**src/rtl/pio_in_pkg.sv**
```systemverilog
// Shared register map, address type and parameter sanity check for the edge-capture input PIO.
// Latency: none (package only).
// Backpressure: none (package only).
package pio_in_pkg;

   // 3-bit register select seen on the slave address bus
   typedef logic [2:0] reg_addr_t;

   localparam reg_addr_t ADDR_DATA  = 3'd0;  // filtered input, read-only
   localparam reg_addr_t ADDR_RISE  = 3'd1;  // rising-edge enable
   localparam reg_addr_t ADDR_MASK  = 3'd2;  // interrupt mask
   localparam reg_addr_t ADDR_EDGE  = 3'd3;  // edge capture, write-one-to-clear
   localparam reg_addr_t ADDR_FALL  = 3'd4;  // falling-edge enable
   localparam reg_addr_t ADDR_LEVEL = 3'd5;  // level-interrupt select
   localparam reg_addr_t ADDR_COUNT = 3'd6;  // saturating event counter, any write clears

   // Legal parameter envelope; checked once at elaboration by the top level
   function automatic bit params_ok(input int data_width, input int sync_stages,
                                    input int debounce_div, input int cnt_width);
      return (data_width  >= 1) && (data_width  <= 32) &&
             (sync_stages >= 2) && (sync_stages <= 4)  &&
             (debounce_div >= 0) &&
             (cnt_width   >= 1) && (cnt_width   <= 32);
   endfunction

endpackage

```
**src/rtl/pio_in_filter.sv**
```systemverilog
// Input conditioning: SYNC_STAGES-deep synchroniser, then optional tick-sampled two-sample debounce.
// Latency: SYNC_STAGES cycles to o_filt when bypassed; with debounce, a level must agree on two consecutive ticks.
// Backpressure: none; free-running per-cycle pipeline.
module pio_in_filter #(
   parameter int DATA_WIDTH   = 32,
   parameter int SYNC_STAGES  = 2,
   parameter int DEBOUNCE_DIV = 0
) (
   input  logic                  i_clk,
   input  logic                  i_reset,
   input  logic [DATA_WIDTH-1:0] i_in,
   output logic [DATA_WIDTH-1:0] o_filt
);

   logic [DATA_WIDTH-1:0] r_sync [SYNC_STAGES];
   logic [DATA_WIDTH-1:0] w_s;

   // Synchroniser chain: stage 0 takes the raw asynchronous pins
   always_ff @(posedge i_clk) begin
      if (i_reset) begin
         for (int k = 0; k < SYNC_STAGES; k++) begin
            r_sync[k] <= '0;
         end
      end else begin
         r_sync[0] <= i_in;
         for (int k = 1; k < SYNC_STAGES; k++) begin
            r_sync[k] <= r_sync[k-1];
         end
      end
   end

   assign w_s = r_sync[SYNC_STAGES-1];

   generate
      if (DEBOUNCE_DIV == 0) begin : g_bypass
         // No filtering: the synchronised value is the filtered value
         assign o_filt = w_s;
      end else begin : g_debounce
         localparam int TW = (DEBOUNCE_DIV > 1) ? $clog2(DEBOUNCE_DIV) : 1;
         localparam logic [TW-1:0] TICK_LAST = TW'(DEBOUNCE_DIV - 1);

         logic [TW-1:0]         r_tick;
         logic                  w_tick;
         logic [DATA_WIDTH-1:0] r_smp;
         logic [DATA_WIDTH-1:0] r_filt;
         logic [DATA_WIDTH-1:0] w_agree;

         assign w_tick  = (r_tick == TICK_LAST);
         // A bit is accepted only when this tick's sample matches the previous tick's
         assign w_agree = ~(w_s ^ r_smp);

         // Tick counter wraps at DEBOUNCE_DIV-1 and pulses w_tick on the wrap cycle
         always_ff @(posedge i_clk) begin
            if (i_reset) begin
               r_tick <= '0;
            end else if (w_tick) begin
               r_tick <= '0;
            end else begin
               r_tick <= r_tick + TW'(1);
            end
         end

         // On each tick: take a new sample and move agreeing bits to the filtered output
         always_ff @(posedge i_clk) begin
            if (i_reset) begin
               r_smp  <= '0;
               r_filt <= '0;
            end else if (w_tick) begin
               r_smp  <= w_s;
               r_filt <= (w_s & w_agree) | (r_filt & ~w_agree);
            end
         end

         assign o_filt = r_filt;
      end
   endgenerate

endmodule

```
**src/rtl/pio_in_edge_irq.sv**
```systemverilog
// Edge-capture input PIO slave: per-bit rise/fall/level interrupt sources, W1C capture, saturating event count.
// Latency: readdata 1 cycle after address; capture SYNC_STAGES+1 cycles after a pin edge (bypassed filter), irq 1 cycle later.
// Backpressure: none; the slave accepts every access in the cycle it is presented.
module pio_in_edge_irq
   import pio_in_pkg::*;
#(
   parameter int DATA_WIDTH   = 32,
   parameter int SYNC_STAGES  = 2,
   parameter int DEBOUNCE_DIV = 0,
   parameter int CNT_WIDTH    = 16
) (
   input  logic                  clk,
   input  logic                  reset,
   input  logic [2:0]            address,
   input  logic                  chipselect,
   input  logic                  write_n,
   input  logic [31:0]           writedata,
   input  logic [DATA_WIDTH-1:0] in_port,
   output logic [31:0]           readdata,
   output logic                  irq
);

   generate
      if (!params_ok(DATA_WIDTH, SYNC_STAGES, DEBOUNCE_DIV, CNT_WIDTH)) begin : g_param_err
         $error("pio_in_edge_irq: parameter out of range");
      end
   endgenerate

   // Edges are ignored until the synchroniser has flushed its reset zeros,
   // so a pin already high at reset release is not seen as a rising edge
   localparam logic [2:0]           PRIME_LAST = 3'(SYNC_STAGES + 1);
   localparam logic [CNT_WIDTH-1:0] CNT_MAX    = '1;

   logic [DATA_WIDTH-1:0] w_f;
   logic [DATA_WIDTH-1:0] r_prev;
   logic [DATA_WIDTH-1:0] w_rise;
   logic [DATA_WIDTH-1:0] w_fall;
   logic [DATA_WIDTH-1:0] w_det;
   logic [DATA_WIDTH-1:0] w_wr_dat;
   logic [DATA_WIDTH-1:0] w_w1c;
   logic [DATA_WIDTH-1:0] w_irq_src;
   logic [DATA_WIDTH-1:0] r_rise_en;
   logic [DATA_WIDTH-1:0] r_irq_mask;
   logic [DATA_WIDTH-1:0] r_edge_cap;
   logic [DATA_WIDTH-1:0] r_fall_en;
   logic [DATA_WIDTH-1:0] r_level_mode;
   logic [CNT_WIDTH-1:0]  r_event_cnt;
   logic [2:0]            r_prime;
   logic                  w_primed;
   logic                  w_wr;
   logic                  w_any_det;
   logic [31:0]           w_rd_mux;
   logic [31:0]           r_readdata;
   logic                  r_irq;

   pio_in_filter #(
      .DATA_WIDTH   (DATA_WIDTH),
      .SYNC_STAGES  (SYNC_STAGES),
      .DEBOUNCE_DIV (DEBOUNCE_DIV)
   ) u_filter (
      .i_clk   (clk),
      .i_reset (reset),
      .i_in    (in_port),
      .o_filt  (w_f)
   );

   assign w_wr     = chipselect & ~write_n;
   assign w_wr_dat = writedata[DATA_WIDTH-1:0];
   assign w_w1c    = (w_wr && (address == ADDR_EDGE)) ? w_wr_dat : '0;

   assign w_primed  = (r_prime == PRIME_LAST);
   assign w_rise    = w_f & ~r_prev;
   assign w_fall    = ~w_f & r_prev;
   assign w_det     = w_primed ? ((w_rise & r_rise_en) | (w_fall & r_fall_en)) : '0;
   assign w_any_det = |w_det;

   // Level-mode bits interrupt on the live filtered input; others on their capture bit
   assign w_irq_src = r_irq_mask & ((r_edge_cap & ~r_level_mode) | (w_f & r_level_mode));

   // Prime counter: counts up after reset and holds once edge detection is armed
   always_ff @(posedge clk) begin
      if (reset) begin
         r_prime <= '0;
      end else if (!w_primed) begin
         r_prime <= r_prime + 3'd1;
      end
   end

   // Previous filtered value for edge detection
   always_ff @(posedge clk) begin
      if (reset) begin
         r_prev <= '0;
      end else begin
         r_prev <= w_f;
      end
   end

   // Software-writable configuration registers; upper writedata bits are dropped
   always_ff @(posedge clk) begin
      if (reset) begin
         r_rise_en    <= '0;
         r_irq_mask   <= '0;
         r_fall_en    <= '0;
         r_level_mode <= '0;
      end else if (w_wr) begin
         case (address)
            ADDR_RISE:  r_rise_en    <= w_wr_dat;
            ADDR_MASK:  r_irq_mask   <= w_wr_dat;
            ADDR_FALL:  r_fall_en    <= w_wr_dat;
            ADDR_LEVEL: r_level_mode <= w_wr_dat;
            default:    ;
         endcase
      end
   end

   // Edge capture: W1C clears first, then a same-cycle detection re-sets the bit
   always_ff @(posedge clk) begin
      if (reset) begin
         r_edge_cap <= '0;
      end else begin
         r_edge_cap <= (r_edge_cap & ~w_w1c) | w_det;
      end
   end

   // Event counter: one count per cycle with any detection, saturating; a write clears it
   always_ff @(posedge clk) begin
      if (reset) begin
         r_event_cnt <= '0;
      end else if (w_wr && (address == ADDR_COUNT)) begin
         r_event_cnt <= w_any_det ? CNT_WIDTH'(1) : '0;
      end else if (w_any_det && (r_event_cnt != CNT_MAX)) begin
         r_event_cnt <= r_event_cnt + CNT_WIDTH'(1);
      end
   end

   // Registered interrupt request
   always_ff @(posedge clk) begin
      if (reset) begin
         r_irq <= 1'b0;
      end else begin
         r_irq <= |w_irq_src;
      end
   end

   // Read mux; evaluated every cycle regardless of chipselect
   always_comb begin
      w_rd_mux = '0;
      case (address)
         ADDR_DATA:  w_rd_mux = 32'(w_f);
         ADDR_RISE:  w_rd_mux = 32'(r_rise_en);
         ADDR_MASK:  w_rd_mux = 32'(r_irq_mask);
         ADDR_EDGE:  w_rd_mux = 32'(r_edge_cap);
         ADDR_FALL:  w_rd_mux = 32'(r_fall_en);
         ADDR_LEVEL: w_rd_mux = 32'(r_level_mode);
         ADDR_COUNT: w_rd_mux = 32'(r_event_cnt);
         default:    w_rd_mux = '0;
      endcase
   end

   // Registered read data
   always_ff @(posedge clk) begin
      if (reset) begin
         r_readdata <= '0;
      end else begin
         r_readdata <= w_rd_mux;
      end
   end

   assign readdata = r_readdata;
   assign irq      = r_irq;

endmodule

```
**config.mk**
```make
export PLATFORM = sky130hd
export DESIGN_NAME = pio_in_edge_irq
export DESIGN_NICKNAME = d
export VERILOG_FILES = /design/src/rtl/pio_in_pkg.sv /design/src/rtl/pio_in_filter.sv /design/src/rtl/pio_in_edge_irq.sv
export SDC_FILE = /design/constraint.sdc
export NUM_CORES = 1
export LEC_CHECK = 0
export ABC_AREA = 1
export ABC_CLOCK_PERIOD_IN_PS = 3850
export CORE_MARGIN = 2
export CORE_UTILIZATION = 45
export CTS_BUF_LIST = sky130_fd_sc_hd__clkbuf_16
export DETAILED_ROUTE_END_ITERATION = 7
export MAX_ROUTING_LAYER = met4
export SYNTH_ARGS = -nofsm -noshare
export SYNTH_HDL_FRONTEND = slang
export SYNTH_SLANG_ARGS = --single-unit
```
**constraint.sdc**
```tcl
create_clock -name clk -period 3.85 [get_ports clk]
set_input_delay 0.385 -clock clk [delete_from_list [all_inputs] [get_ports clk]]
set_output_delay 0.385 -clock clk [all_outputs]
set_load 0.1 [all_outputs]
```
# Yosys cells after proc, flatten, opt, wreduce, memory -nomap -nowiden
# Memories as Yosys holds them, arrays and structs flattened.
# Cells that the tools add are included.
[word_totals]
ff_bits = 244
ram_bits = 64
output_inout_bits = 33
wordCells = 62
memories = 1
[mem_list]
columns = ["memory", "depth", "word_bits", "read_ports", "rd_ports_with_merged_regs", "write_ports", "line_no", "text"]
rows = [
  ["u_filter.r_sync", 2, 32, 2, 0, 2, "pio_in_filter.sv:15", "logic [DATA_WIDTH-1:0] r_sync [SYNC_STAGES];"],
]
[classes]
addsub = 2
eq_ne = 8
n_mux = 11
bitwise = 19
reduce_logical = 11
[op_table]
columns = ["operator", "count"]
rows = [
  ["32-bit bitwise AND", 8],
  ["32-bit case mux with 7 select lines", 1],
  ["32-bit 2-to-1 mux", 4],
  ["32-bit NOT", 4],
  ["32-bit OR", 3],
  ["32-bit OR reduction", 2],
  ["16-bit 2-to-1 mux", 2],
  ["16-bit by 1-bit adder with 16-bit output, second input constant", 1],
  ["16-bit inequality test, second input constant", 1],
  ["3-bit by 2-bit == test with 1-bit output, second input constant", 3],
  ["3-bit == test, second input constant", 3],
  ["2-bit AND reduction", 4],
  ["1-bit 2-to-1 mux", 4],
  ["3-bit by 1-bit adder with 3-bit output, second input constant", 1],
  ["3-bit by 1-bit == test with 1-bit output, second input constant", 1],
  ["1-bit logical AND", 3],
  ["3-bit zero test", 1],
  ["1-bit OR", 2],
  ["2-bit nonzero test", 1],
  ["1-bit bitwise AND", 1],
  ["1-bit NOT", 1],
]

# Logic depth before layout (Yosys ltp)
# Gate-level depths: netlist of the first run.
[logic_depth]
depth_word = 9
depth_mapped = 17

# By module
# Synthesis of the first run repeated with hierarchy kept, for this count alone.
[hier_totals]
hier_cells = 1632
hier_area_um2 = 12684.7
[modules_own_cells]
columns = ["module", "instances", "cells_each", "area_each_um2"]
rows = [
  ["pio_in_edge_irq", 1, 1401, 10603.9],
  ["pio_in_filter", 1, 231, 2080.7],
]

# Least setup slack after synthesis of the first run
# OpenSTA, ideal clock, no wires.
[synth_timing]
path_kind = "reg2reg"
start = "register r_prime[0]"
end = "register r_event_cnt[0]"
setup_ns = 0.132
t_arrival_ns = 1.829
required_time_ns = 3.718
slack_ns = 1.889
stages_incl_launch_ff = 18
path_buffers = 3
period_less_slack_ns = 1.961
path_cell_list = "dfxtp_1 ha_1 ha_1 buf_6 inv_4 buf_6 a21oi_1 nand2_1 nand2_1 nor2_1 nand2_1 nor2_1 nand2_2 nand2_2 buf_6 nand2_2 nand2_1 a21oi_1"
[synth_between]
elab_chain_cells = 5
word_cells_on_any_way = 7
classes_between = "eq/ne (1); mux (3); reduce/logical (3)"
[synth_lines]
columns = ["element", "line_no", "text"]
rows = [
  ["start, declared", "pio_in_edge_irq.sv:48", "logic [2:0] r_prime;"],
  ["start signal, assigned", "pio_in_edge_irq.sv:85", "r_prime <= r_prime + 3'd1;"],
  ["3-bit by 2-bit == test with 1-bit output (*)", "pio_in_edge_irq.sv:71", "assign w_primed = (r_prime == PRIME_LAST);"],
  ["32-bit 2-to-1 mux (*)", "pio_in_edge_irq.sv:74", "assign w_det = w_primed ? ((w_rise & r_rise_en) | (w_fall & r_fall_en)) : '0;"],
  ["32-bit OR reduction (*)", "pio_in_edge_irq.sv:75", "assign w_any_det = |w_det;"],
  ["1-bit 2-to-1 mux / 1-bit logical AND (equally long branches)", "pio_in_edge_irq.sv:130, pio_in_edge_irq.sv:131", ""],
  ["16-bit 2-to-1 mux / 2-bit nonzero test (equally long branches)", "n/a", ""],
  ["end signal, assigned", "pio_in_edge_irq.sv:130", "r_event_cnt <= w_any_det ? CNT_WIDTH'(1) : '0;"],
  ["end signal, assigned", "pio_in_edge_irq.sv:132", "r_event_cnt <= r_event_cnt + CNT_WIDTH'(1);"],
  ["end, declared", "pio_in_edge_irq.sv:47", "logic [CNT_WIDTH-1:0] r_event_cnt;"],
]
# Every way passes the cells marked *; elsewhere a longest branch is shown, timed or not.
# A chain may end at the register's enable or synchronous reset.

# Worst setup path in the final report of the first run
[layout_timing]
start = "register r_prime[0]"
end = "register r_event_cnt[10]"
[layout_between]
elab_chain_cells = 5
[layout_lines]
columns = ["element", "line_no", "text"]
rows = [
  ["3-bit by 2-bit == test with 1-bit output", "pio_in_edge_irq.sv:71", ""],
  ["32-bit 2-to-1 mux", "pio_in_edge_irq.sv:74", ""],
  ["32-bit OR reduction", "pio_in_edge_irq.sv:75", ""],
  ["1-bit logical AND", "pio_in_edge_irq.sv:131", "end else if (w_any_det && (r_event_cnt != CNT_MAX)) begin"],
  ["2-bit nonzero test (no source line)", "n/a", ""],
]
# No other way between the ends.

==> results of run 1 <==
[power groups by stage]
stage / clock network, W / registers (W) / logic [W]
2_1_floorplan: 0 / 0.00344 / 0.000339
3_3_place_gp: 0 / 0.00341 / 0.000573
3_5_place_dp: 0 / 0.00341 / 0.000578
4_1_cts: 0.00329 / 0.00335 / 0.000582
5_1_grt: 0.00343 / 0.00336 / 0.000639
6_report: 0.00324 / 0.00335 / 0.000584
[synthesized netlist by cell type]
library cell  count
xor2_1           10
buf_4             1
ha_1              3
nand4_1          45
nand2_2           4
a21oi_1         206
a2111oi_0         8
nor4_1            2
o211ai_1         30
o21ai_0         179
o2111ai_1         2
clkbuf_2          2
nor2_4            2
inv_2             8
inv_1           222
nand3_4           1
nand3_2           4
nor3_4            2
inv_4             2
nand3_1          34
o22ai_1          23
buf_6             5
nor2_1          144
nor3_2            1
a221oi_1         16
nor4_4            1
clkbuf_1         57
buf_2            23
a31oi_1           5
nor2_2            1
a41oi_1          17
o21ai_1          29
buf_1             4
dfxtp_1         308
a211oi_1          2
nand2_1         196
nor3_1            6
o221ai_1          1
[registers in the layout (all words and copies together) (netlist names)]
register         count
u_filter.r_sync     64
r_edge_cap          32
r_fall_en           32
r_irq_mask          32
r_level_mode        32
r_prev              32
r_rise_en           32
readdata            32
r_event_cnt         16
r_prime              3
irq                  1
[logic make-up after synthesis]
family | share of synthesized area (%)
flops | 49.71
xor+xnor | 0.7061
compound gates | 23.16
fa+ha+maj | 0.3027
simple gates | 15.69
buf+inv | 10.43
[metrics by stage]
step	worst slack, ps	power [W]	hold WS, ps	utilization (%)
2_1_floorplan	1889	0.003778	388.3	-
3_3_place_gp	1095	0.003988	389.5	50.64
3_5_place_dp	1008	0.003993	393.6	50.64
4_1_cts	1168	0.007219	316.7	54.76
5_1_grt	921.9	0.007425	337.8	54.77
6_report	1123	0.007172	288.7	54.77
[final timing paths]
check	startpoint	end	cells after the start
setup / recovery	r_prime[0]	r_event_cnt[10]	14
hold reg to reg	u_filter.r_sync[0][11]	u_filter.r_sync[0][43]	2
hold / removal	reset	u_filter.r_sync[0][25]	2
setup reg to reg	r_prime[0]	r_event_cnt[10]	14
[cell type report]
cell class	instances	area, sq um	share of cell area (%)
sequential	308	6166	41.66
multi-input combinational	974	4955	33.47
timing repair buffer	131	1262	8.529
clock buffer	37	925.9	6.255
inverter	232	875.8	5.917
tap	341	426.7	2.882
clock inverter	26	187.7	1.268
antenna	1	2.502	0.01691
[worst reg2reg max path: cells and delay by family (launching register included)]
family	cells	cell delay, ps
AND/OR/NAND/NOR	9	1440
adder cells (fa/ha/maj)	2	420
flip-flops	1	320
buffers and inverters	1	310
AO/OA/AOI/OAI	2	140
[routing by layer]
layer | up-vias | routed length (um)
met5 | - | 0
met4 | 0 | 1166
met3 | 81 | 2903
met2 | 451 | 16840
met1 | 5263 | 17010
li1 | 5542 | -
==> reports/qor.yml, run 1 <==
pwr:
  p_comb_share_pct: 8.1
  p_per_area_nw_per_um2: 484.5
  power.internal_w: 0.005398
  swShare_pct: 24.74
  switching_power_w: 0.001774
  total_leakage_power_nw: 5.677
  clockPowerShare_pct: 45.2
  ir_drop_mv: 0.4334
  pwr-share-seq_pct: 46.7
finish:
  final_common_cell: "dfxtp_1"
  stdcell_area_sq_um: 14800
  final_cell_mix: "dfxtp_1 (308), inv_1 (229), a21oi_1 (206)"
  final_cells: 2050
  nFillCells: 2623
  syn2layout_area_growth_pct: 19.34
  final_net_count: 1756
  drive_gt1_share_pct: 5.972
cts:
  cts_buffers: 35
  insertion_delay_ps: 520
  post_cts_buffers: 0
  clock_path_buffers: 3
  cts_tree: "yes"
  cts_root_buf: "clkbuf_16"
  cts_resized: 0
  htree_levels: 2
  postCtsHoldBufs: 0
  clock_sinks: 308
  path_clk_slew_ps: 60
critical_path:
  crit_path_top_delay_cell: "nand2_2"
  reg2reg_slack_ps: 1120
  critPathKind: "reg2reg"
  path_buf_inv: 1
  worst_setup_path_end_kind: "register"
  slowest_delay_ps: 340
  required_ps: 4250
  path_delay_family: "simple AND/OR/NAND/NOR gates"
  cp_max_fo: 22
  cp.arrival_ps: 3130
  cpMostUsedCell: "nand2_1"
  crit_path_start_kind: "register"
  path_cells: "ha_1, ha_1, inv_4, a21oi_1, nand2_1, nand2_1, nor2_1, nand2_1, nor2_1, nand2_2, nand2_2, nand2_2, nand2_1, a21oi_1"
synth:
  synth.distinct_cells: 38
  synth_largest_area_cell: "dfxtp_1"
  syn-cell-area_sq_um: 12400
  synthCells: 1606
  synth.yosys.seq_area_share_pct: 49.71
  yosys-top-cells-area: "dfxtp_1 (50%), a21oi_1 (8.3%), o21ai_0 (7.2%)"
  synth_top_area_share_pct: 49.71
  yosysWarnings: 0
  syn-mean-instance-area_sq_um: 7.723
  ys_ff_latch: 308
  syn-num-nets: 1680
grt:
  grtUsageMet2_pct: 40.71
  antenna_found_initial: 1
  grt_max_degree: 70
  grt.total_usage_pct: 27.10
  overflow: 0
  use_met3_pct: 4.140
  grtUsageMet1_pct: 37.05
  grt_pass1_vias: 10353
  gr-max-usage-layer: "met2"
  grt_pass1_wl_um: 59130
floorplanning:
  die_h_um: 170.0
  io_pins: 104
  die_w_um: 170.0
  start_util_pct: 45.89
  dieArea_sq_um: 28910
  num_rows: 60
  core_area_sq_um: 27030
route:
  final_antenna_net_count: 0
  first_iter_violations: 1317
  via_per_inst: 5.530
  vias: 11337
  drc: 0
  dr.pass1.iters: 5
  wl_um: 37910
  avgRoutedWirePerCell_um: 18.49
timing:
  slew_viol_final: 0
  rsz0062_at_grt: "false"
  hold_viol: 0
  finalSetupViolCount: 0
  tightest_slew_ps: 991.2
  finClkSkew_ps: 13.81
  period_needed_ps: 2727
  finalCritPeriodShare_pct: 70.82
  max-slew-margin-rel_pct: 33.71
  setup_tns_ps: 0
  fmax_ghz: 0.3668
hold_path:
  hold_class: "in2reg"
status:
  status: "finished clean"
placement:
  dp_hpwl_um: 25240
  globalplace.congestion: 0.8978
  port_buffers: 103
  dp_cells: 1986
  placed_area_sq_um: 13690
flow_run:
  maxCapViolations: 0
(Power assumes the default switching activity.)
==> run 2, diff against run 1 <==
ABC_CLOCK_PERIOD_IN_PS = 2700   (was 3850)
clock period = 2.7 ns   (was 3.85 ns; I/O delays follow)
==> reports/qor.yml, run 2 (same netlist as run 1, synthesis figures left out) <==
route:
  avgRoutedWirePerCell_um: 18.30
  final_antenna_net_count: 0
  via_per_inst: 5.502
  dr.pass1.iters: 4
  wl_um: 37560
  vias: 11290
  first_iter_violations: 950
  drc: 0
cts:
  cts_root_buf: "clkbuf_16"
  cts_tree: "yes"
  path_clk_slew_ps: 60
  cts_resized: 0
  post_cts_buffers: 0
  clock_sinks: 308
  insertion_delay_ps: 560
  postCtsHoldBufs: 0
  htree_levels: 1
  clock_path_buffers: 3
  cts_buffers: 31
grt:
  grt_pass1_wl_um: 58330
  grt_max_degree: 88
  antenna_found_initial: 0
  overflow: 0
  grt_pass1_vias: 10475
  grt.total_usage_pct: 26.56
finish:
  antenna_cells: 0
  final_common_cell: "dfxtp_1"
  utilization_pct: 54.37
  regMostFlops: "u_filter.r_sync"
  final_cell_mix: "dfxtp_1 (308), inv_1 (228), a21oi_1 (206)"
  nFillCells: 2598
  register_area_sq_um: 6166
  largest_reg_flops: 64
  final_net_count: 1765
  syn2layout_area_growth_pct: 18.46
  multi_input_area_sq_um: 4955
  stdcell_area_sq_um: 14690
  drive_gt1_share_pct: 8.533
floorplanning:
  start_util_pct: 45.89
  num_rows: 60
  die_w_um: 170.0
  die_h_um: 170.0
  io_pins: 104
  core_area_sq_um: 27030
  dieArea_sq_um: 28910
timing:
  rsz0062_at_grt: "false"
  finalSetupViolCount: 0
  setup_tns_ps: 0
  slew_viol_final: 0
  finClkSkew_ps: 19.71
  period_needed_ps: 2463
  fmax_ghz: 0.4060
  tightest_slew_ps: 767.7
  finalCritPeriodShare_pct: 91.23
  fin_hold_ws_ps: 145.2
  max-slew-margin-rel_pct: 48.66
  hold_viol: 0
placement:
  placed_area_sq_um: 13760
  globalplace.congestion: 0.8790
  port_buffers: 103
  dp_hpwl_um: 25270
critical_path:
  cpMostUsedCell: "nand2_1"
  path_cells: "ha_1, ha_1, inv_4, a21oi_1, nand2_1, nand2_1, nor2_1, nand2_1, nor2_1, nand2_2, nand2_2, buf_12, nand2_2, nand2_1, a21oi_1"
  critPathKind: "reg2reg"
  crit_path_top_delay_cell: "dfxtp_1"
  r2r_end: "r_event_cnt[0]"
  required_ps: 3130
  crit_end: "r_event_cnt[0]"
  startpoint: "r_prime[0]"
  worst_setup_path_end_kind: "register"
  cp.arrival_ps: 2890
  r2r_cells: 15
  timing.rr.start: "r_prime[0]"
  crit_path_start_kind: "register"
  slowest_delay_ps: 320
  reg2reg_slack_ps: 240
  cp_max_fo: 18
flow_run:
  maxCapViolations: 0
status:
  status: "finished clean"
pwr:
  total_leakage_power_nw: 5.745
  finalPower_w: 0.009655
  p_per_area_nw_per_um2: 657.1
  ir_drop_mv: 0.4251
hold_path:
  hold_class: "in2reg"
==> run 2: worst min-delay path by stage <==
| stage | from | end | cells past startpoint |
|---|---|---|---|
| final | reset | u_filter.r_sync[0][24] | 2 |
| after global routing | reset | u_filter.r_sync[0][24] | 2 |
| after CTS | reset | u_filter.r_sync[0][24] | 2 |
| after detailed placement | u_filter.r_sync[0][10] | u_filter.r_sync[0][42] | 2 |
| after global placement | u_filter.r_sync[0][13] | u_filter.r_sync[0][45] | 2 |
| after floorplan | in_port[0] | u_filter.r_sync[0][0] | 2 |
==> run 2: cell type report <==
cell class / instances / area share, %
repair buffers: 144 / 9.120
well taps: 341 / 2.904
inverters: 232 / 5.961
clock inverters: 22 / 1.047
clock buffers: 31 / 5.280
flip-flops and latches: 308 / 41.97
multi-input cells: 974 / 33.72
==> run 2: stage by stage <==
stage                     worst slack [ps]  cells
after detailed placement             252.1   1999
final                                236.7   2052
after floorplan                      739.0   1606
after global routing                 127.3   2052
after global placement               255.1   1999
after CTS                            287.7   2052
==> run 2: worst max-delay path: cells and delay by family (launching register included) <==
| kind | cells | cell delay (ps) |
|---|---|---|
| flops | 1 | 320 |
| simple gates | 9 | 1040 |
| compound gates | 2 | 140 |
| fa+ha+maj | 2 | 420 |
| buf+inv | 2 | 400 |
==> run 2: power breakdown <==
part           total [W]  internal (W)  switching, W  leakage [nW]
Combinational   0.000882      0.000293      0.000589          2.75
Clock            0.00400       0.00225       0.00175         0.488
Sequential       0.00477       0.00469     0.0000849          2.50
==> run 2: routing by layer <==
metal	up-vias	share of wire (%)	track usage, %
met5	-	0	-
met4	0	3.3	9.179
met3	89	7.8	4.791
met2	421	43	39.63
met1	5231	46	36.33
li1	5549	-	-
